===== src/rtl/coord_scan_seq.sv =====
// Coordinate ROM scan sequencer: walks coord_rom addresses 0..NUM_POINTS-1 and
// streams (x, z, index) beats through a 2-entry credit-managed output buffer.
module coord_scan_seq #(
  parameter int WIDTH      = 16,
  parameter int ADDR_W     = 4,
  parameter int NUM_POINTS = 16
) (
  input  logic              clk,
  input  logic              rst,
  input  logic              start,
  output logic              busy,
  output logic              done,
  output logic [ADDR_W-1:0] rom_addr,
  input  logic [WIDTH-1:0]  rom_x,
  input  logic [WIDTH-1:0]  rom_z,
  output logic [WIDTH-1:0]  px_x,
  output logic [WIDTH-1:0]  px_z,
  output logic [ADDR_W-1:0] px_index,
  output logic              px_last,
  output logic              px_valid,
  input  logic              px_ready
);

  localparam logic [ADDR_W:0]   LAST_CNT = (ADDR_W+1)'(NUM_POINTS - 1);
  localparam logic [ADDR_W:0]   CNT_ONE  = (ADDR_W+1)'(1);
  localparam logic [ADDR_W-1:0] LAST_IDX = ADDR_W'(NUM_POINTS - 1);

  typedef enum logic [1:0] {
    IDLE  = 2'd0,
    RUN   = 2'd1,
    DRAIN = 2'd2,
    DONE  = 2'd3
  } state_t;

  state_t            state_r, state_s;
  logic [ADDR_W:0]   issue_cnt_r;
  logic [ADDR_W-1:0] rom_addr_r;
  logic              inflight_r;
  logic [ADDR_W-1:0] inflight_idx_r;
  logic              busy_r, done_r;

  logic [1:0]        occ_r, occ_s;
  logic [WIDTH-1:0]  head_x_r, head_z_r, head_x_s, head_z_s;
  logic [ADDR_W-1:0] head_idx_r, head_idx_s;
  logic [WIDTH-1:0]  skid_x_r, skid_z_r, skid_x_s, skid_z_s;
  logic [ADDR_W-1:0] skid_idx_r, skid_idx_s;
  logic              valid_r, valid_s, last_r, last_s;

  logic              issue_s, pop_s, push_s;
  logic [2:0]        credit_s, limit_s;

  // The ROM return is owned by the in-flight flag, so a push is exactly one cycle after an issue.
  assign pop_s    = valid_r & px_ready;
  assign push_s   = inflight_r;
  assign credit_s = {1'b0, occ_r} + {2'b00, inflight_r} + 3'd1;
  assign limit_s  = 3'd2 + {2'b00, pop_s};

  // Next-state and issue decision.
  always_comb begin
    state_s = state_r;
    issue_s = 1'b0;
    case (state_r)
      IDLE: begin
        if (start) begin
          state_s = RUN;
        end else begin
          state_s = IDLE;
        end
      end
      RUN: begin
        if (credit_s <= limit_s) begin
          issue_s = 1'b1;
          if (issue_cnt_r == LAST_CNT) begin
            state_s = DRAIN;
          end else begin
            state_s = RUN;
          end
        end else begin
          state_s = RUN;
        end
      end
      DRAIN: begin
        // Leave as the last beat handshakes so done follows that edge directly.
        if (!inflight_r && ((occ_r == 2'd0) || ((occ_r == 2'd1) && pop_s))) begin
          state_s = DONE;
        end else begin
          state_s = DRAIN;
        end
      end
      DONE: begin
        state_s = IDLE;
      end
      default: begin
        state_s = IDLE;
      end
    endcase
  end

  // Output buffer next values: head feeds the beat outputs, skid holds the second entry.
  always_comb begin
    occ_s      = occ_r;
    head_x_s   = head_x_r;
    head_z_s   = head_z_r;
    head_idx_s = head_idx_r;
    skid_x_s   = skid_x_r;
    skid_z_s   = skid_z_r;
    skid_idx_s = skid_idx_r;
    case ({push_s, pop_s})
      2'b10: begin
        occ_s = occ_r + 2'd1;
        if (occ_r == 2'd0) begin
          head_x_s   = rom_x;
          head_z_s   = rom_z;
          head_idx_s = inflight_idx_r;
        end else begin
          skid_x_s   = rom_x;
          skid_z_s   = rom_z;
          skid_idx_s = inflight_idx_r;
        end
      end
      2'b01: begin
        occ_s = occ_r - 2'd1;
        if (occ_r == 2'd2) begin
          head_x_s   = skid_x_r;
          head_z_s   = skid_z_r;
          head_idx_s = skid_idx_r;
        end else begin
          head_idx_s = head_idx_r;
        end
      end
      2'b11: begin
        if (occ_r == 2'd2) begin
          head_x_s   = skid_x_r;
          head_z_s   = skid_z_r;
          head_idx_s = skid_idx_r;
          skid_x_s   = rom_x;
          skid_z_s   = rom_z;
          skid_idx_s = inflight_idx_r;
        end else begin
          head_x_s   = rom_x;
          head_z_s   = rom_z;
          head_idx_s = inflight_idx_r;
        end
      end
      default: begin
        occ_s = occ_r;
      end
    endcase
    valid_s = (occ_s != 2'd0);
    last_s  = valid_s && (head_idx_s == LAST_IDX);
  end

  // State register.
  always_ff @(posedge clk) begin
    if (rst) begin
      state_r <= IDLE;
    end else begin
      state_r <= state_s;
    end
  end

  // Address issue, return ownership and status flags; termination counts issues, never rom_addr.
  always_ff @(posedge clk) begin
    if (rst) begin
      issue_cnt_r    <= '0;
      rom_addr_r     <= '0;
      inflight_r     <= 1'b0;
      inflight_idx_r <= '0;
      busy_r         <= 1'b0;
      done_r         <= 1'b0;
    end else begin
      if ((state_r == IDLE) && start) begin
        issue_cnt_r <= '0;
        rom_addr_r  <= '0;
      end else if (issue_s) begin
        issue_cnt_r <= issue_cnt_r + CNT_ONE;
        rom_addr_r  <= issue_cnt_r[ADDR_W-1:0];
      end
      inflight_r <= issue_s;
      if (issue_s) begin
        inflight_idx_r <= issue_cnt_r[ADDR_W-1:0];
      end
      busy_r <= (state_s == RUN) || (state_s == DRAIN);
      done_r <= (state_s == DONE);
    end
  end

  // Output buffer registers.
  always_ff @(posedge clk) begin
    if (rst) begin
      occ_r      <= 2'd0;
      head_x_r   <= '0;
      head_z_r   <= '0;
      head_idx_r <= '0;
      skid_x_r   <= '0;
      skid_z_r   <= '0;
      skid_idx_r <= '0;
      valid_r    <= 1'b0;
      last_r     <= 1'b0;
    end else begin
      occ_r      <= occ_s;
      head_x_r   <= head_x_s;
      head_z_r   <= head_z_s;
      head_idx_r <= head_idx_s;
      skid_x_r   <= skid_x_s;
      skid_z_r   <= skid_z_s;
      skid_idx_r <= skid_idx_s;
      valid_r    <= valid_s;
      last_r     <= last_s;
    end
  end

  assign busy     = busy_r;
  assign done     = done_r;
  assign rom_addr = rom_addr_r;
  assign px_x     = head_x_r;
  assign px_z     = head_z_r;
  assign px_index = head_idx_r;
  assign px_last  = last_r;
  assign px_valid = valid_r;

endmodule


===== config.mk =====
export PLATFORM = sky130hd
export DESIGN_NAME = coord_scan_seq
export DESIGN_NICKNAME = d
export VERILOG_FILES = /design/src/rtl/coord_scan_seq.sv
export SDC_FILE = /design/constraint.sdc
export NUM_CORES = 1
export LEC_CHECK = 0
export BUFFER_PORTS_ARGS = -buffer_cell sky130_fd_sc_hd__buf_2
export CORE_UTILIZATION = 50
export DETAILED_ROUTE_END_ITERATION = 10
export PLACE_DENSITY_LB_ADDON = 0.05
export REMOVE_ABC_BUFFERS = 1
export SLEW_MARGIN = 20
export SYNTH_ARGS = -nofsm -noshare
export SYNTH_HDL_FRONTEND = slang
export SYNTH_SLANG_ARGS = --single-unit

===== constraint.sdc =====
create_clock -name clk -period 3.13 [get_ports clk]
set_input_delay 0.4695 -clock clk [delete_from_list [all_inputs] [get_ports clk]]
set_output_delay 0.4695 -clock clk [all_outputs]
set_load 0.05 [all_outputs]

Word level (Yosys, flattened, before mapping). Index checks and enable logic that the tools add are counted.

Multiplexer cells: 29. Multipliers: 0. Div/mod/pow operators: 0. Add/subtract/negate cells: 6. Reduce and logical (&&, ||, !) cells: 15. Bitwise gates (word level): 1. Shift-type cells: 0. Eq/ne operators: 17. Magnitude comparators: 1.

Operators with widths (count): 16-bit two-way mux (10); 16-bit case mux with 3 select lines (2); 16-bit case mux with 2 select lines (2); 4-bit two-way mux (5); 2-bit equality test, second input constant (7); 4-bit case mux with 3 select lines (1); 2-bit by 1-bit equality test with 1-bit output, second input constant (4); 2-bit inequality test, second input constant (4); 2-bit case mux with 4 select lines (1); 4-bit case mux with 2 select lines (1); 3-bit AND reduction (2); 5-bit by 1-bit adder with 5-bit output, second input constant (1); 5-bit by 4-bit equality test with 1-bit output, second input constant (1); 4-bit equality test, second input constant (1); 1-bit logical AND (4); 2-bit logical NOT (2); 1-bit two-way mux (4); 2-bit two-way mux (2); 2-bit case mux with 2 select lines (1); 2-bit nonzero test (2); 2-bit by 1-bit adder with 3-bit output (1); 2-bit by 1-bit adder with 3-bit output, first input constant (1); 3-bit by 1-bit adder with 3-bit output, second input constant (1); 3-bit less-or-equal comparator (1); 7 further kinds (8).

Output and inout bits: 44. RAM bits: 0. Memory bits (read-only): 0. Memories: 0. Logic and storage cells: 85. Bits in latches: 0. Input bits: 36. Register bits: 94.

Depth between registers and ports, before layout. Gate-level depths: netlist of run 1.

Depth after elaboration: 8. Mapped depth: 10. Mapped depth without buffers: 10.

Worst setup path after synthesis of run 1. No wires, ideal clock.

Path kind: flip-flop to flip-flop. From: register valid_r (netlist: px_valid). To: register busy_r (netlist: busy). Path slack: 0.899 ns. Cell stages (with the launch flop): 10. Data arrival time: 2.104 ns. Period minus slack after synthesis: 2.231 ns. Library setup time: 0.127 ns. Path buffers: 0. Path through: dfxtp_1 nand2_2 inv_2 ha_1 nor3b_1 nor3b_1 nand3b_1 nand2_1 ha_1 nor2b_1.

RTL lines: start: declaration (RTL line 47) `logic valid_r, valid_s, last_r, last_s;`; start signal: assignment (RTL line 208) `valid_r <= valid_s;`; 1-bit bitwise AND * (RTL line 53) `assign pop_s = valid_r & px_ready;`; 2-bit by 1-bit adder with 3-bit output * (RTL line 56) `assign limit_s = 3'd2 + {2'b00, pop_s};`; 3-bit less-or-equal comparator * (RTL line 71) `if (credit_s <= limit_s) begin`; 2-bit two-way mux * (RTL line 71); 2-bit case mux with 4 select lines * (RTL line 62) `case (state_r)`; via state_s[1] (RTL line 35) `state_t state_r, state_s;`; 2-bit by 1-bit equality test with 1-bit output or 2-bit equality test (tied branches) (RTL line 183) `busy_r <= (state_s == RUN) || (state_s == DRAIN);`; 1-bit logical OR * (RTL line 183); end signal: assignment (RTL line 183); end: declaration (RTL line 40) `logic busy_r, done_r;`.

The timed path passes the listed nets; every way through them passes the cells marked *. A chain may end at the register's enable or synchronous reset.

Worst setup path in the final report of run 1.
From: register inflight_r. To: register busy_r (netlist: busy).

Word-level cells in the longest chain between the ends: 7.

RTL lines: start: declaration (RTL line 38) `logic inflight_r;`; start signal: assignment (RTL line 179) `inflight_r <= issue_s;`; 2-bit by 1-bit adder with 3-bit output (RTL line 55) `assign credit_s = {1'b0, occ_r} + {2'b00, inflight_r} + 3'd1;`; 3-bit by 1-bit adder with 3-bit output (RTL line 55); 3-bit less-or-equal comparator (RTL line 71); 2-bit two-way mux (RTL line 71); 2-bit case mux with 4 select lines * (RTL line 62); via state_s[0] (RTL line 35); 2-bit by 1-bit equality test with 1-bit output or 2-bit equality test (tied branches) (RTL line 183); 1-bit logical OR * (RTL line 183).

Marks and branches as above.

==> flow_summary.yaml, run 1 <==
status:
  outcome: "complete, no violations"
synth:
  synth_edf_count: 0
  synth_top_area_share_pct: 46.0
  ys_ff_latch: 94
  synth_ff_type: "dfxtp_1"
  async_reset_ff_share_pct: 0
  netlist_top_cells_count: "dfxtp_1, nand2_1, a21oi_1, nor2_1, mux2i_1"
  synth_xor_area_share_pct: 1.07
  synth_cell_types: 47
  yosysSeqAreaShare_pct: 46.0
  post-synth-top-count-cell: "dfxtp_1"
  yosysTopAreaCell: "dfxtp_1"
  syn_area_sq_um: 4090
  synth-simple-area-share_pct: 16.9
  synth_fa_ha_area_share_pct: 3.06
  synth.area.mux_share_pct: 10.9
  yosysWarnings: 0
  syn_inst: 455
  synth-compound-area-share_pct: 16.8
  syn_avg_cell_area_sq_um: 8.99
  synth_top_family_by_area: "simple AND/OR/NAND/NOR gates"
  yosys-top-cells-area: "dfxtp_1, mux2i_1, nand2_1"
route:
  post_drt_wl_per_cell_microns: 13.7
  route.final.wire_length_microns: 8580
  postRouteAntennaNets: 0
  vias: 3277
  drt_iter0_markers: 86
  routed_via_density: 5.22
  drcViolationCount: 0
  first_pass_iters: 4
power_and_ir_drop:
  power_density_nw_per_um2: 656
  peakVddDrop_uv: 251
  p_int_uw: 1930
  pwr-share-clk_pct: 23.8
  sw_frac_of_total_pct: 37.1
  seqPwrFrac_pct: 45.2
  pwr-share-comb_pct: 31.0
  power.switching_uw: 1140
  p_leak_uw: 0.00180
worst_setup_path:
  critPathLaunchType: "flop"
  critPathRequiredTime_ns: 3.38
  cp_max_fo: 12
  slowest_delay_ns: 0.60
  arrival_ns: 2.80
  path_class: "reg2reg"
  endpoint_kind: "flop"
  path_cells: "inv_2, ha_1, ha_1, nor3b_1, nor3b_1, o22ai_1, ha_1, nor2b_1"
  crit_top_cell: "ha_1"
  cp_slowest_cell: "dfxtp_1"
layout:
  synthToLayoutAreaGrowth_pct: 14.3
  nNetsFinal: 567
  drive_above_1_share_pct: 22.4
  antenna_cells: 0
global_routing:
  top_usage_layer: "met2"
  grtUsageMet1_pct: 27.2
  grt_pass1_wl_microns: 14500
  use_met2_pct: 35.7
  use_met3_pct: 4.27
  grt-ovfl-total: 0
  grt_pass1_vias: 3092
  grt_antenna_before_repair: 0
  grt_max_degree: 45
  track_usage_pct: 21.3
clock_tree:
  post_cts_buffers: 0
  clkTransAtPathRegs_ns: 0.10
  clock-sinks: 94
  cts.path.max_buffers: 2
  cts_hold_buf: 0
  cts_root_buffer: "clkbuf_8"
  htree_levels: 3
  clock_latency_ns: 0.35
  cts_tree: "yes"
  numCtsBuffers: 9
  cts.repair.resized: 0
timing:
  whs_ns: 0.353
  fin_crit_sh_pct: 81.5
  hold_violations: 0
  period_needed_ns: 2.55
  tightest_slew_ns: 0.999
  fmax_mhz: 392
  fin_skew_ns: 0.0159
  max-slew-margin-rel_pct: 33.2
  rsz0062_at_grt: "false"
  setup_tns_ns: 0
  slew_violations: 0
  setup_viol: 0
floorplan:
  fp.dieH_microns: 92.4
  die_area_sq_um: 8550
  start_util_pct: 52.4
  ios: 80
  die_x_microns: 92.4
  num_rows: 32
  core_area_sq_um: 7810
placed_design:
  dpl.hpwl_microns: 5740
  routabilityCongestion: 0.819
  port_buffers: 79
flow_run:
  cap_violations: 0
min_path:
  hold_path.class: "in2reg"
==> worst max-delay path, delay by kind of cell (launching register included) <==
kind                       cells  cell delay [ns]
and+or+nand+nor                3             0.54
buffers and inverters          1             0.20
DFF                            1             0.60
AOI/OAI and AO/OA              1             0.22
adders and majority gates      3             0.89
==> power by group through the flow <==
| stage | registers, uW | clock network [uW] | logic (uW) |
|---|---|---|---|
| final | 1390 | 729 | 949 |
| after global routing | 1400 | 813 | 1040 |
| after CTS | 1390 | 747 | 957 |
| after detailed placement | 1410 | 0 | 956 |
| after global placement | 1410 | 0 | 942 |
| after floorplan | 1670 | 0 | 455 |
==> layout make-up <==
type                       instances  area, sq um
fill                             752         3130
multi-input combinational        322         1990
sequential                        94         1880
timing repair buffer              85          465
clock buffer                      11          141
tap                              102          128
inverter                           9         33.8
clock inverter                     5         32.5
==> worst paths after layout <==
path / start / end / slack, ns / cells after the start
min: rom_z[9] / skid_z_r[9]$_SDFFE_PP0P_ / 0.35 / 3
min reg2reg: skid_x_r[10]$_SDFFE_PP0P_ / skid_x_r[10]$_SDFFE_PP0P_ / 0.46 / 2
max: inflight_r$_SDFF_PP0_ / busy$_SDFF_PP0_ / 0.58 / 8
max reg2reg: inflight_r$_SDFF_PP0_ / busy$_SDFF_PP0_ / 0.58 / 8
==> cells in the final DEF, fill, tap and decap left out, types with 3 or more instances in the layout <==
cell type and n:
inv_1 7, a211oi_1 35, ha_1 10, mux2_2 3, o22ai_1 3, nand2b_1 3
xnor2_1 3, dfxtp_1 94, mux2i_1 41, nor2_1 44, nor3b_1 3, nand3_1 3
buf_2 79, nand2_1 89, clkinv_2 3, buf_4 4, nor2b_1 4, a21oi_1 49
clkbuf_8 10
==> logic make-up (layout without fill, tap and decap cells) <==
logic type               after synthesis  in the layout
AO/OA/AOI/OAI                        104            104
multiplexers                          44             44
XOR/XNOR                               5              5
flip-flops                            94             94
AND/OR/NAND/NOR                      159            159
adder cells (fa/ha/maj)               10             10
buffers and inverters                 39            110
==> sequential cells by signal, summed over array words and instances, names as in the netlist, 4 cells and up <==
name and flops:
px_z 16, skid_idx_r 4, px_index 4, skid_z_r 16, issue_cnt_r 5, px_x 16, rom_addr 4, skid_x_r 16
inflight_idx_r 4
==> metal layers <==
layer,share of wire [%],up-vias
met2,47,65
met3,4.4,10
met5,0,-
li1,-,1703
met4,1.3,0
met1,47,1499
==> through the flow <==
step                area [sq um]  std cells  power (uW)  setup slack (ns)  util [%]
floorplan                   3910        425        2120             0.701         -
global placement            4500        612        2350             0.673      57.6
detailed placement          4500        612        2370             0.559      57.6
CTS                         4670        628        3090             0.559      59.9
global route                4670        628        3250             0.442      59.9
finish                      4670        628        3060             0.580      59.9
Note: power is estimated with default switching activity, not from simulation.
==> inputs of run 2 (changes only) <==
--- a/config.mk
+++ b/config.mk
@@ -5,6 +5,7 @@
 export SDC_FILE = /design/constraint.sdc
 export NUM_CORES = 1
 export LEC_CHECK = 0
+export ABC_AREA = 1
 export BUFFER_PORTS_ARGS = -buffer_cell sky130_fd_sc_hd__buf_2
 export CORE_UTILIZATION = 50
 export DETAILED_ROUTE_END_ITERATION = 10
==> constraint.sdc (replaced) <==
create_clock -name clk -period 2.45 [get_ports clk]
set_input_delay 0.3675 -clock clk [delete_from_list [all_inputs] [get_ports clk]]
set_output_delay 0.3675 -clock clk [all_outputs]
set_load 0.05 [all_outputs]
==> flow_summary.yaml, run 2 <==
worst_setup_path:
  cp_max_fo: 8
  rr_endpoint: "rom_addr[2]$_SDFFE_PP0P_"
  arrival_ns: 2.32
  endpoint: "rom_addr[2]$_SDFFE_PP0P_"
  path_class: "reg2reg"
  endpoint_kind: "flop"
  startpoint: "inflight_r$_SDFF_PP0_"
  r2r_cells: 8
  critPathLaunchType: "flop"
  timing.rr.start: "inflight_r$_SDFF_PP0_"
  critPathRequiredTime_ns: 2.73
  rrSetupSlack_ns: 0.41
placed_design:
  pre_cts_slack_ns: 0.421
  port_buffers: 79
  dpl.hpwl_microns: 5840
  placed_area_sq_um: 4410
  routabilityCongestion: 0.798
clock_tree:
  cts_tree: "yes"
  clock-sinks: 94
  cts_root_buffer: "clkbuf_8"
  htree_levels: 3
  cts.path.max_buffers: 2
  cts.repair.resized: 0
  numCtsBuffers: 9
  clock_latency_ns: 0.35
  clkTransAtPathRegs_ns: 0.09
  cts_hold_buf: 0
  post_cts_buffers: 0
route:
  post_drt_wl_per_cell_microns: 12.9
  drt_iter0_markers: 193
  routed_via_density: 5.19
  drcViolationCount: 0
  route.final.wire_length_microns: 9030
  vias: 3631
  postRouteAntennaNets: 0
  first_pass_iters: 4
timing:
  hold_violations: 0
  slew_violations: 0
  period_needed_ns: 2.04
  fmax_mhz: 491
  whs_ns: 0.251
  setup_ws_ns: 0.411
  fin_crit_sh_pct: 83.2
  rsz0062_at_grt: "false"
  setup_tns_ns: 0
  tightest_slew_ns: 1.06
  fin_skew_ns: 0.00606
  max-slew-margin-rel_pct: 29.4
  setup_viol: 0
min_path:
  hold_path.class: "in2reg"
synth:
  synth_ff_type: "dfxtp_1"
  syn_avg_cell_area_sq_um: 7.51
  async_reset_ff_share_pct: 0
  syn_area_sq_um: 3950
  synth_cell_types: 28
  ys_ff_latch: 94
  yosys-top-cells-area: "dfxtp_1, o21ai_0, nor2_1"
  syn_inst: 526
  yosysTopAreaCell: "dfxtp_1"
  synth_edf_count: 0
  yosysSeqAreaShare_pct: 47.6
  netlist_top_cells_count: "o21ai_0, dfxtp_1, nor2_1, nand2_1, a31oi_1"
  post-synth-top-count-cell: "o21ai_0"
  yosysWarnings: 0
  synth_top_area_share_pct: 47.6
floorplan:
  num_rows: 32
  core_area_sq_um: 7690
  die_x_microns: 90.9
  die_area_sq_um: 8260
  start_util_pct: 51.4
  ios: 80
  fp.dieH_microns: 90.9
layout:
  synthToLayoutAreaGrowth_pct: 16.4
  final_common_cell: "o21ai_0"
  nNetsFinal: 638
  fin_util_pct: 59.8
  antenna_cells: 0
  final_area_sq_um: 4600
  n_fill_cell: 764
  drive_above_1_share_pct: 18.8
  final_cell_mix: "o21ai_0, dfxtp_1, nor2_1"
global_routing:
  grt_pass1_vias: 3224
  grt-ovfl-total: 0
  grt_max_degree: 69
  track_usage_pct: 22.2
  grt_pass1_wl_microns: 14900
  grt_antenna_before_repair: 0
power_and_ir_drop:
  power_density_nw_per_um2: 988
  p_leak_uw: 0.00212
  peakVddDrop_uv: 484
status:
  outcome: "complete, no violations"
flow_run:
  cap_violations: 0
## run 2: cell count changes after synthesis, moves of 6 or more
cell and change:
inv_1 +24, o21ai_0 +97, o21ai_1 +8, clkbuf_1 +6
nor2_1 +40, mux2i_1 -41, a21oi_1 -32, nand2_1 -10
a211oi_1 -35, nand3_1 +12, a31oi_1 +32
## run 2: critical path, stage by stage (launching register included)
cell and delay, ns:
dfxtp_1 0.44, inv_2 0.09, ha_1 0.30, ha_1 0.26
nand3b_1 0.14, nand3_1 0.21, inv_1 0.25, nand2_1 0.12
a21oi_1 0.14
## run 2: cell type report
type	count	area [sq um]	area share, %
timing repair buffer	88	488	10.6
tap	102	128	2.77
multi-input combinational	366	1790	38.9
clock buffer	10	128	2.77
sequential	94	1880	40.9
inverter	33	124	2.69
clock inverter	6	61.3	1.33
## run 2: worst min path at each step
stage,from,to,slack [ns],cells past startpoint
2_1_floorplan,rst,inflight_idx_r[0]$_SDFFE_PP0P_,0.44,1
5_1_grt,rom_z[15],skid_z_r[15]$_SDFFE_PP0P_,0.26,3
6_report,rom_z[15],skid_z_r[15]$_SDFFE_PP0P_,0.25,3
3_5_place_dp,rom_addr[1]$_SDFFE_PP0P_,rom_addr[1]$_SDFFE_PP0P_,0.46,2
3_3_place_gp,rom_addr[1]$_SDFFE_PP0P_,rom_addr[1]$_SDFFE_PP0P_,0.45,2
4_1_cts,rom_z[15],skid_z_r[15]$_SDFFE_PP0P_,0.24,3
## run 2: cells by family after synthesis
kind of cell | Yosys count | synth area share (%)
AOI/OAI and AO/OA | 158 | 21.3
xor gates and xnor gates | 2 | 0.443
adders and majority gates | 10 | 3.17
buffers and inverters | 66 | 7.16
DFF | 94 | 47.6
and+or+nand+nor | 196 | 20.3
## run 2: where the power goes
part / switching [uW] / leakage, uW / total (uW) / internal [uW]
sequential: 124 / 0.000764 / 1900 / 1770
combinational: 1210 / 0.00126 / 1650 / 438
clock: 523 / 0.0000964 / 994 / 471
## run 2: through the flow
step / std cells / total power (uW)
6_report: 699 / 4540
5_1_grt: 699 / 4840
4_1_cts: 699 / 4590
3_5_place_dp: 683 / 3590
3_3_place_gp: 683 / 3560
2_1_floorplan: 493 / 3130
## run 2: layer usage
layer	part of all wire, %	global-route usage [%]
met3	3.9	2.86
met4	1.5	7.94
met1	49	30.0
met2	46	36.4
met5	0	0
